### src/rtl/clint_timer.sv
// Core-local interruptor: 64-bit mtime/mtimecmp on a 32-bit slave bus, registered timer IRQ.
// Define CLINT_MSIP_EN to build the MSIP register and the soft_irq_o output.
module clint_timer #(
    parameter int unsigned TICK_DIV  = 1,
    parameter logic [15:0] BASE_ADDR = 16'h0000
) (
    input  logic        clk,
    input  logic        rst,
    input  logic        timer_en_i,
    input  logic        req_i,
    input  logic        we_i,
    input  logic [15:0] addr_i,
    input  logic [31:0] wdata_i,
    output logic [31:0] rdata_o,
    output logic        ack_o,
    output logic        timer_irq_o
`ifdef CLINT_MSIP_EN
    ,
    output logic        soft_irq_o
`endif
);

    localparam logic [15:0] TickMax = 16'(TICK_DIV - 1);

    // Word offsets (byte offset >> 2) relative to BASE_ADDR
    localparam logic [13:0] AddrMsip    = 14'h0000;
    localparam logic [13:0] AddrCmpLo   = 14'h1000;
    localparam logic [13:0] AddrCmpHi   = 14'h1001;
    localparam logic [13:0] AddrMtimeLo = 14'h2FFE;
    localparam logic [13:0] AddrMtimeHi = 14'h2FFF;

    logic [15:0] presc_q, presc_d;
    logic [63:0] mtime_q, mtime_d;
    logic [63:0] cmp_q, cmp_d;
    logic [31:0] rdata_q, rdata_d;
    logic        ack_q;
    logic        irq_q;

    logic [13:0] word;
    logic        wr, rd, tick, carry;
    logic [31:0] lo_inc, hi_inc, rmux;
    logic        unused_addr;

    assign unused_addr = ^addr_i[1:0];
    assign word        = addr_i[15:2] - BASE_ADDR[15:2];
    assign wr          = req_i & we_i;
    assign rd          = req_i & ~we_i;

`ifdef CLINT_MSIP_EN
    logic msip_q, msip_d;

    always_comb begin
        msip_d = msip_q;
        if (wr && word == AddrMsip) begin
            msip_d = wdata_i[0];
        end
    end

    always_ff @(posedge clk) begin
        if (rst) begin
            msip_q <= 1'b0;
        end else begin
            msip_q <= msip_d;
        end
    end

    assign soft_irq_o = msip_q;
`endif

    always_comb begin
        tick    = timer_en_i && (presc_q == TickMax);
        presc_d = presc_q;
        if (timer_en_i) begin
            presc_d = tick ? 16'd0 : presc_q + 16'd1;
        end

        // Increment first, then let a same-cycle bus write override the written half only
        {carry, lo_inc} = {1'b0, mtime_q[31:0]} + {32'd0, tick};
        hi_inc          = mtime_q[63:32] + {31'd0, carry};
        mtime_d         = {hi_inc, lo_inc};
        if (wr && word == AddrMtimeLo) begin
            mtime_d[31:0] = wdata_i;
        end
        if (wr && word == AddrMtimeHi) begin
            mtime_d[63:32] = wdata_i;
        end

        cmp_d = cmp_q;
        if (wr && word == AddrCmpLo) begin
            cmp_d[31:0] = wdata_i;
        end
        if (wr && word == AddrCmpHi) begin
            cmp_d[63:32] = wdata_i;
        end

        rmux = 32'd0;
        unique case (word)
`ifdef CLINT_MSIP_EN
            AddrMsip:    rmux = {31'd0, msip_q};
`endif
            AddrCmpLo:   rmux = cmp_q[31:0];
            AddrCmpHi:   rmux = cmp_q[63:32];
            AddrMtimeLo: rmux = mtime_q[31:0];
            AddrMtimeHi: rmux = mtime_q[63:32];
            default:     rmux = 32'd0;
        endcase
        rdata_d = rd ? rmux : 32'd0;
    end

    always_ff @(posedge clk) begin
        if (rst) begin
            presc_q <= 16'd0;
            mtime_q <= 64'd0;
            cmp_q   <= 64'hFFFF_FFFF_FFFF_FFFF;
            rdata_q <= 32'd0;
            ack_q   <= 1'b0;
            irq_q   <= 1'b0;
        end else begin
            presc_q <= presc_d;
            mtime_q <= mtime_d;
            cmp_q   <= cmp_d;
            rdata_q <= rdata_d;
            ack_q   <= req_i;
            irq_q   <= (mtime_q >= cmp_q);
        end
    end

    assign rdata_o     = rdata_q;
    assign ack_o       = ack_q;
    assign timer_irq_o = irq_q;

endmodule

### config.mk
export PLATFORM = sky130hd
export DESIGN_NAME = clint_timer
export DESIGN_NICKNAME = d
export VERILOG_FILES = /design/src/rtl/clint_timer.sv
export SDC_FILE = /design/constraint.sdc
export NUM_CORES = 1
export LEC_CHECK = 0
export CAP_MARGIN = 10
export CORE_MARGIN = 5
export CORE_UTILIZATION = 50
export DETAILED_ROUTE_END_ITERATION = 7
export HOLD_SLACK_MARGIN = 0.06
export PLACE_DENSITY = 0.71
export SLEW_MARGIN = 20
export SYNTH_ARGS = -nofsm -noshare
export SYNTH_HDL_FRONTEND = slang
export SYNTH_SLANG_ARGS = --single-unit
### constraint.sdc
create_clock -name clk -period 8.1 [get_ports clk]
set_input_delay 0.81 -clock clk [delete_from_list [all_inputs] [get_ports clk]]
set_output_delay 0.81 -clock clk [all_outputs]
set_load 0.005 [all_outputs]
==> Yosys cells after proc, flatten, opt, wreduce, memory -nomap -nowiden <==
Cells that the tools add are included.
{ "op_classes": {"mux": 4, "reduce_logical": 7, "n_addsub": 3, "bitwise": 4, "n_eq_ne": 4, "n_lt_le_gt_ge": 1} }
{ "ops": {"columns": ["operator", "count"], "rows": [
  ["32-bit case mux with 4 select lines", 1],
  ["64-bit >= comparator", 1],
  ["32-bit 2-to-1 mux", 2],
  ["32-bit by 1-bit adder with 33-bit output", 1],
  ["32-bit by 1-bit adder with 32-bit output", 1],
  ["14-bit by 13-bit equality test with 1-bit output (second input constant)", 2],
  ["14-bit equality test (second input constant)", 2],
  ["16-bit by 1-bit adder with 16-bit output (second input constant)", 1],
  ["16-bit zero test", 1],
  ["16-bit 2-to-1 mux", 1],
  ["1-bit logical AND", 5],
  ["1-bit bitwise AND", 2],
  ["1-bit NOT", 2],
  ["2-bit OR reduction", 1]
]} }
{ "word_totals": {"register_bits": 178, "in_bits": 53, "output_inout_bits": 34, "elab_cells": 30} }

==> Depth between registers and ports, before layout <==
Gate-level depths: netlist of run 1.
{ "depth": {"ltp_word": 5, "depth_mapped": 17} }

==> Least setup slack after synthesis of run 1 <==
OpenSTA, ideal clock, no wires.
{ "synth_timing": {"path_kind": "input to register", "from": "input timer_en_i", "to": "register mtime_q[63]", "arrival_ps": 3945, "path_slack_ps": 4070, "path_stages": 16, "required_time_ps": 8014, "path_buffers": 1, "setup_time_ps": 86, "path_cell_list": "clkbuf_1 nor4b_1 nand4_1 inv_1 ha_1 ha_1 inv_1 nor4_4 nand4_4 nor3_1 ha_1 nand2_1 nor4_1 nand2_1 xor2_1 a211oi_1"} }
{ "synth_via": {"elab_chain_cells": 4} }
{ "synth_lines": {"columns": ["item", "line_no", "source"], "rows": [
  ["from (decl)", "9", "input logic timer_en_i,"],
  ["1-bit logical AND", "71", "tick = timer_en_i && (presc_q == TickMax);"],
  ["32-bit by 1-bit adder with 33-bit output", "78", "{carry, lo_inc} = {1'b0, mtime_q[31:0]} + {32'd0, tick};"],
  ["32-bit by 1-bit adder with 32-bit output", "79", "hi_inc = mtime_q[63:32] + {31'd0, carry};"],
  ["32-bit 2-to-1 mux", "84", "if (wr && word == AddrMtimeHi) begin"],
  ["to (signal assigned)", "120", "mtime_q <= mtime_d;"],
  ["to (decl)", "33", "logic [63:0] mtime_q, mtime_d;"]
]} }
Every way passes these cells.
A chain may end at the register's enable or synchronous reset.

==> Worst setup path after layout of run 1 <==
Same ends and word-level chain as after synthesis.

==> results of run 1 <==
[layout by cell type (no fill, tap or decap), types with 3 or more instances in the layout]
master             n
nor2_1           128
nor3_1             9
nand3_1           41
nand4_1           32
clkinvlp_4         4
nand2_1          115
a222oi_1          32
and4_1             7
a211oi_1          63
o21ai_0           12
clkbuf_16         17
nand2b_1           3
nor4_1             9
and2_1             3
o211ai_1          64
buf_4              8
xor2_1            52
xnor2_1           21
clkinv_4           5
inv_1             77
a21oi_1           28
or3_1              4
mux2_2            28
ha_1              70
and3_1             7
mux2i_1            4
clkdlybuf4s50_1   82
bufinv_16          3
dfxtp_1          178
[area by class of cell]
| class | instances | share of cell area, % |
|---|---|---|
| multi-input combinational | 769 | 48.36 |
| sequential | 178 | 32.39 |
| timing repair buffer | 93 | 8.347 |
| clock buffer | 18 | 3.900 |
| inverter | 79 | 2.695 |
| tap | 234 | 2.661 |
| clock inverter | 14 | 1.649 |
[worst min-delay path, cell delays in order, from the launching register on]
cell      delay [ps]
dfxtp_1          330
a222oi_1          70
nor2_1            80
[power groups by stage]
stage	Sequential, mW	Clock (mW)	Combinational (mW)
finish	0.879	0.862	0.0703
global placement	0.899	0	0.0696
global route	0.878	0.915	0.0756
CTS	0.878	0.875	0.0703
floorplan	0.898	0	0.0267
detailed placement	0.899	0	0.0699
[metrics by stage]
stage	area [um^2]	worst slack (ps)
4_1_cts	10980	3398
5_1_grt	11000	3031
3_3_place_gp	10360	3042
2_1_floorplan	9433	4070
6_report	11000	3399
3_5_place_dp	10360	2943
[cells by family (layout without fill, tap and decap cells)]
kind of cell    Yosys count  in the layout  share of synthesized area, %
buf+inv                 139            204                         6.035
simple gates            381            381                         19.43
flops                   178            178                         37.78
fa+ha+maj                70             70                         9.285
compound gates          213            213                         16.93
mux                      32             32                         3.767
xor+xnor                 73             73                         6.778
[path summary, 6_finish.rpt]
path / endpoint / slack, ps
worst max-delay path: mtime_q[63] / 3400
worst min-delay path: rdata_o[8] / 500
worst max register to register: mtime_q[63] / 3830
worst min register to register: rdata_o[8] / 500
[state kept, by name, summed over array words and instances (netlist names)]
register / flops
timer_irq_o: 1
ack_o: 1
presc_q: 16
cmp_q: 64
mtime_q: 64
rdata_o: 32
[synth_stat cells (all sizes together), types with 32 or more instances]
library cell and number:
nor2 130, clkbuf 36, nand3 43, xor2 52
a222oi 32, inv 79, dfxtp 178, nand4 34
nand2 115, ha 70, a211oi 64, o211ai 65
[per-layer routing]
layer / up-vias / part of all wire [%]
li1: 4029 / -
met5: - / 0
met2: 227 / 48
met3: 45 / 4.9
met4: 0 / 2.4
met1: 3853 / 45
==> flow_summary_export.csv, run 1 <==
group,metric,value,unit
critical_path,max_stage_delay,600,ps
final_layout,multi_input_area,0.005321,mm^2
power,power_frac_clock,47.6,%
yosys,synth_area_leader_cell,"dfxtp_1",
final_layout,num_antenna_cells,0,
critical_path,crit_slowest_cell,"clkdlybuf4s50_1",
floorplanning,start_util,50.60,%
grt,antenna_found_initial,0,
route,wl_per_cell,17.74,um
sta,finalSetupTns,0,ps
clock_tree,postCtsSetupBuffers,0,
route,drc,0,
clock_tree,tritoncts,"done",
power,p_per_area,164.6,mW/mm^2
critical_path,critPathArrivalTime,5060,ps
power,p_leak,4.587,nW
job,maxCapViolCount,0,
power,totalPowerFinal,1.811,mW
grt,grt_max_degree,70,
yosys,seq_area_frac_synth,37.78,%
yosys,synth_warnings,0,
clock_tree,cts-buffers-inserted,17,
power,ir_drop,0.1297,mV
sta,min_period_over_period,58.04,%
hold_path,hold_path_depth,2,
sta,max_freq,212.7,MHz
critical_path,cp_cell_sequence,"clkdlybuf4s50_1 -> nor4b_1 -> nand4_1 -> inv_1 -> ha_1 -> ha_1 -> inv_1 -> nor4_4 -> nand4_4 -> nor3_1 -> ha_1 -> nand2_1 -> nor4_1 -> nand2_1 -> xor2_1 -> a211oi_1",
route,detail-route-antenna-nets,0,
critical_path,worstRegToRegCells,17,
grt,grt_pass1_wl,40160,um
clock_tree,clock_sinks,178,
clock_tree,root_buffer,"clkbuf_16",
clock_tree,clk_pin_slew,70,ps
critical_path,reg2reg_from,"presc_q[0]",
yosys,ys_types,51,
sta,slew_headroom,34.12,%
yosys,syn-cell-area,0.009433,mm^2
route,dr.pass1.iters,6,
sta,tightest_slew,985.9,ps
critical_path,crit_path_end_kind,"flip-flop",
clock_tree,cts_resized,0,
power,seq_power_share,48.5,%
sta,rsz0062_at_grt,"no",
critical_path,path_max_fanout,9,
yosys,netlist_top_cells_area,"dfxtp_1 38%, ha_1 9.3%, nor2_1 5.1%",
floorplanning,fp.dieW,147.4,um
grt,busiest_layer,"met2",
sta,whs,503.5,ps
critical_path,crit_family,"simple AND/OR/NAND/NOR gates",
floorplanning,ios,87,
final_layout,final_nets,1261,
route,wirelength,24580,um
critical_path,worstPathRequired,8460,ps
yosys,yosysTopAreaCellShare,37.78,%
yosys,syn_nets,1209,
clock_tree,cts_hold_buf,0,
outcome,status,"finished, final reports clean",
grt,grt_remaining_overflow,0,
critical_path,cp-start-kind,"primary input",
grt,use_met3,4.688,%
critical_path,critPathKind,"in -> reg",
critical_path,cp-startpoint,"timer_en_i",
place,place_hpwl,16380,um
yosys,synthArstFlopShare,0,%
final_layout,layout-drive-gt1-share,7.559,%
sta,final.setup_skew,9.936,ps
sta,setup_violations,0,
clock_tree,cts-htree-levels,4,
yosys,syn_avg_cell_area,8.686,um^2
place,port_buffers,84,
floorplanning,row_count,50,
grt,grt_util_met1,29.28,%
power,p_switching,413.9,uW
final_layout,fillerInstances,1664,
final_layout,areaGrowthSynthToFinish,16.65,%
route,first_iter_violations,698,
hold_path,hp-class,"reg -> reg",
grt,grt_use_met2,38.18,%
place,place_inst,1352,
power,power.share.switching,22.85,%
clock_tree,cts.path.max_buffers,2,
grt,track_usage,22.77,%
sta,final-max-slew-violation-count,0,
power,pwr-share-comb,3.9,%
clock_tree,clock_latency,440,ps
place,gp_congestion,0.8151,
yosys,synth_edf_count,0,
floorplanning,dieArea,0.02171,mm^2
sta,hold_viol_final,0,
yosys,synth_ff_type,"dfxtp_1",
final_layout,stdcell_count,1385,
critical_path,critical_path_buf_inv_count,3,
final_layout,seq_area,0.003563,mm^2
power,p_int,1.397,mW
floorplanning,die_h,147.4,um
route,num_vias,8154,
yosys,ys_ff_latch,178,
grt,grt_pass1_vias,7928,
hold_path,hp-start,"cmp_q[8]",
final_layout,fin_util,59.02,%
route,routed_via_density,5.887,
floorplanning,core,0.01864,mm^2
yosys,syn-instance-count,1086,
critical_path,critPathMostFrequentCell,"ha_1",
critical_path,cp_num_cells,16,
sta,fin_crit,4701,ps
Note: power is estimated with default switching activity, not from simulation.
==> run 2: changes to the inputs <==
==> constraint.sdc (replaced) <==
create_clock -name clk -period 4.7 [get_ports clk]
set_input_delay 0.47 -clock clk [delete_from_list [all_inputs] [get_ports clk]]
set_output_delay 0.47 -clock clk [all_outputs]
set_load 0.005 [all_outputs]
==> run 2 against run 1 <==
Compared with the run above: clock power increased by 69%; clock skew decreased by 1.1 ps; combinational power increased by 74%; critical endpoint is now mtime_q[47]; largest power group unchanged.
==> flow_summary_export.csv, run 2 (synthesized netlist as in run 1, its figures left out) <==
group,metric,value,unit
grt,grt_pass1_wl,40480,um
floorplanning,core,0.01864,mm^2
floorplanning,start_util,50.60,%
clock_tree,root_buffer,"clkbuf_16",
sta,min_period_over_period,86.91,%
clock_tree,clock_latency,440,ps
final_layout,stdcell_count,1388,
place,gp_congestion,0.8735,
power,ir_drop,0.2535,mV
clock_tree,cts-buffers-inserted,17,
floorplanning,dieArea,0.02171,mm^2
job,maxCapViolCount,0,
critical_path,cp_cell_sequence,"clkdlybuf4s50_1 -> nor4b_1 -> nand4_1 -> inv_1 -> ha_1 -> ha_1 -> inv_1 -> nor4_4 -> nand4_4 -> nor3_1 -> ha_1 -> nand2_1 -> nor2_1 -> nand3_1 -> xor2_1 -> a211oi_1",
final_layout,final_nets,1265,
clock_tree,clk_pin_slew,70,ps
clock_tree,postCtsSetupBuffers,0,
clock_tree,tritoncts,"done",
grt,track_usage,22.83,%
grt,antenna_found_initial,0,
floorplanning,fp.dieW,147.4,um
critical_path,crit_family,"simple AND/OR/NAND/NOR gates",
grt,grt_max_degree,68,
place,place_inst,1356,
sta,hold_viol_final,0,
clock_tree,clock_sinks,178,
critical_path,worstPathRequired,5040,ps
critical_path,critPathMostFrequentCell,"ha_1",
route,num_vias,8085,
critical_path,critPathArrivalTime,4420,ps
route,drc,0,
final_layout,areaGrowthSynthToFinish,16.81,%
route,routed_via_density,5.825,
critical_path,cp-start-kind,"primary input",
sta,setup_violations,0,
sta,final-max-slew-violation-count,0,
critical_path,crit_slowest_cell,"nor4_4",
final_layout,final_common_cell,"dfxtp_1",
clock_tree,cts-htree-levels,4,
route,detail-route-antenna-nets,0,
sta,setup_ws,615.3,ps
critical_path,critical_path_buf_inv_count,3,
route,wl_per_cell,17.72,um
power,totalPowerFinal,3.100,mW
hold_path,hp-class,"in -> reg",
place,port_buffers,84,
critical_path,max_stage_delay,490,ps
final_layout,multi_input_area,0.005321,mm^2
critical_path,crit_path_end_kind,"flip-flop",
route,first_iter_violations,731,
final_layout,layout-drive-gt1-share,7.626,%
final_layout,fillerInstances,1650,
place,place_hpwl,17220,um
grt,grt_remaining_overflow,0,
grt,grt_pass1_vias,7961,
sta,final.setup_skew,8.787,ps
floorplanning,row_count,50,
clock_tree,cts_hold_buf,0,
critical_path,critPathKind,"in -> reg",
final_layout,seq_area,0.003563,mm^2
critical_path,path_max_fanout,6,
clock_tree,cts_resized,0,
outcome,status,"finished, final reports clean",
sta,slew_headroom,22.71,%
final_layout,num_antenna_cells,0,
place,pre_cts_ws,205.7,ps
clock_tree,cts.path.max_buffers,2,
power,p_per_area,281.4,mW/mm^2
route,wirelength,24600,um
sta,finalSetupTns,0,ps
route,dr.pass1.iters,6,
sta,max_freq,244.8,MHz
sta,tightest_slew,1130,ps
floorplanning,ios,87,
sta,rsz0062_at_grt,"no",
final_layout,layout_common_cells,"178 x dfxtp_1, 128 x nor2_1, 115 x nand2_1",
sta,fin_crit,4085,ps
floorplanning,die_h,147.4,um
power,p_leak,4.604,nW
-- run 2: cell count changes in the layout (fill, tap and decap cells not counted), sizes merged --
cell	delta
clkinv	-2
buf	+4
clkinvlp	-1
clkbuf	+4
inv	-2
-- run 2: area by class of cell --
cell class                      instances  area share (%)
Multi-Input combinational cell        769           48.30
Sequential cell                       178           32.34
Timing Repair Buffer                   97           8.608
Clock buffer                           22           4.213
Inverter                               79           2.691
Tap cell                              234           2.657
Clock inverter                          9           1.192
-- run 2: final timing paths --
path | startpoint | end | slack, ps | depth (start not counted)
max | timer_en_i | mtime_q[47] | 620 | 16
min reg2reg | presc_q[13] | presc_q[13] | 500 | 2
min | rst | ack_o | 360 | 2
max reg2reg | presc_q[0] | mtime_q[47] | 620 | 17
-- run 2: where the power goes --
group | leakage [nW] | switching, mW | total (mW) | internal (mW)
clock | 0.282 | 0.602 | 1.46 | 0.861
combinational | 2.89 | 0.0684 | 0.122 | 0.0541
sequential | 1.44 | 0.00321 | 1.51 | 1.51
-- run 2: routing by layer --
| metal | vias to the layer above | track usage (%) | wire [um] |
|---|---|---|---|
| met5 | - | 0 | 0 |
| met4 | 0 | 5.685 | 381 |
| met3 | 32 | 3.825 | 1142 |
| met2 | 212 | 39.22 | 11870 |
| met1 | 3814 | 29.99 | 11200 |
| li1 | 4027 | - | - |
-- run 2: per-stage QoR --
step | area (um^2) | utilization, % | hold slack, ps
3_5_place_dp | 10400 | 55.76 | 490.5
2_1_floorplan | 9433 | - | 467.6
5_1_grt | 11020 | 59.10 | 357.5
6_report | 11020 | 59.10 | 362.8
3_3_place_gp | 10400 | 55.76 | 482.5
4_1_cts | 10990 | 58.95 | 356.8
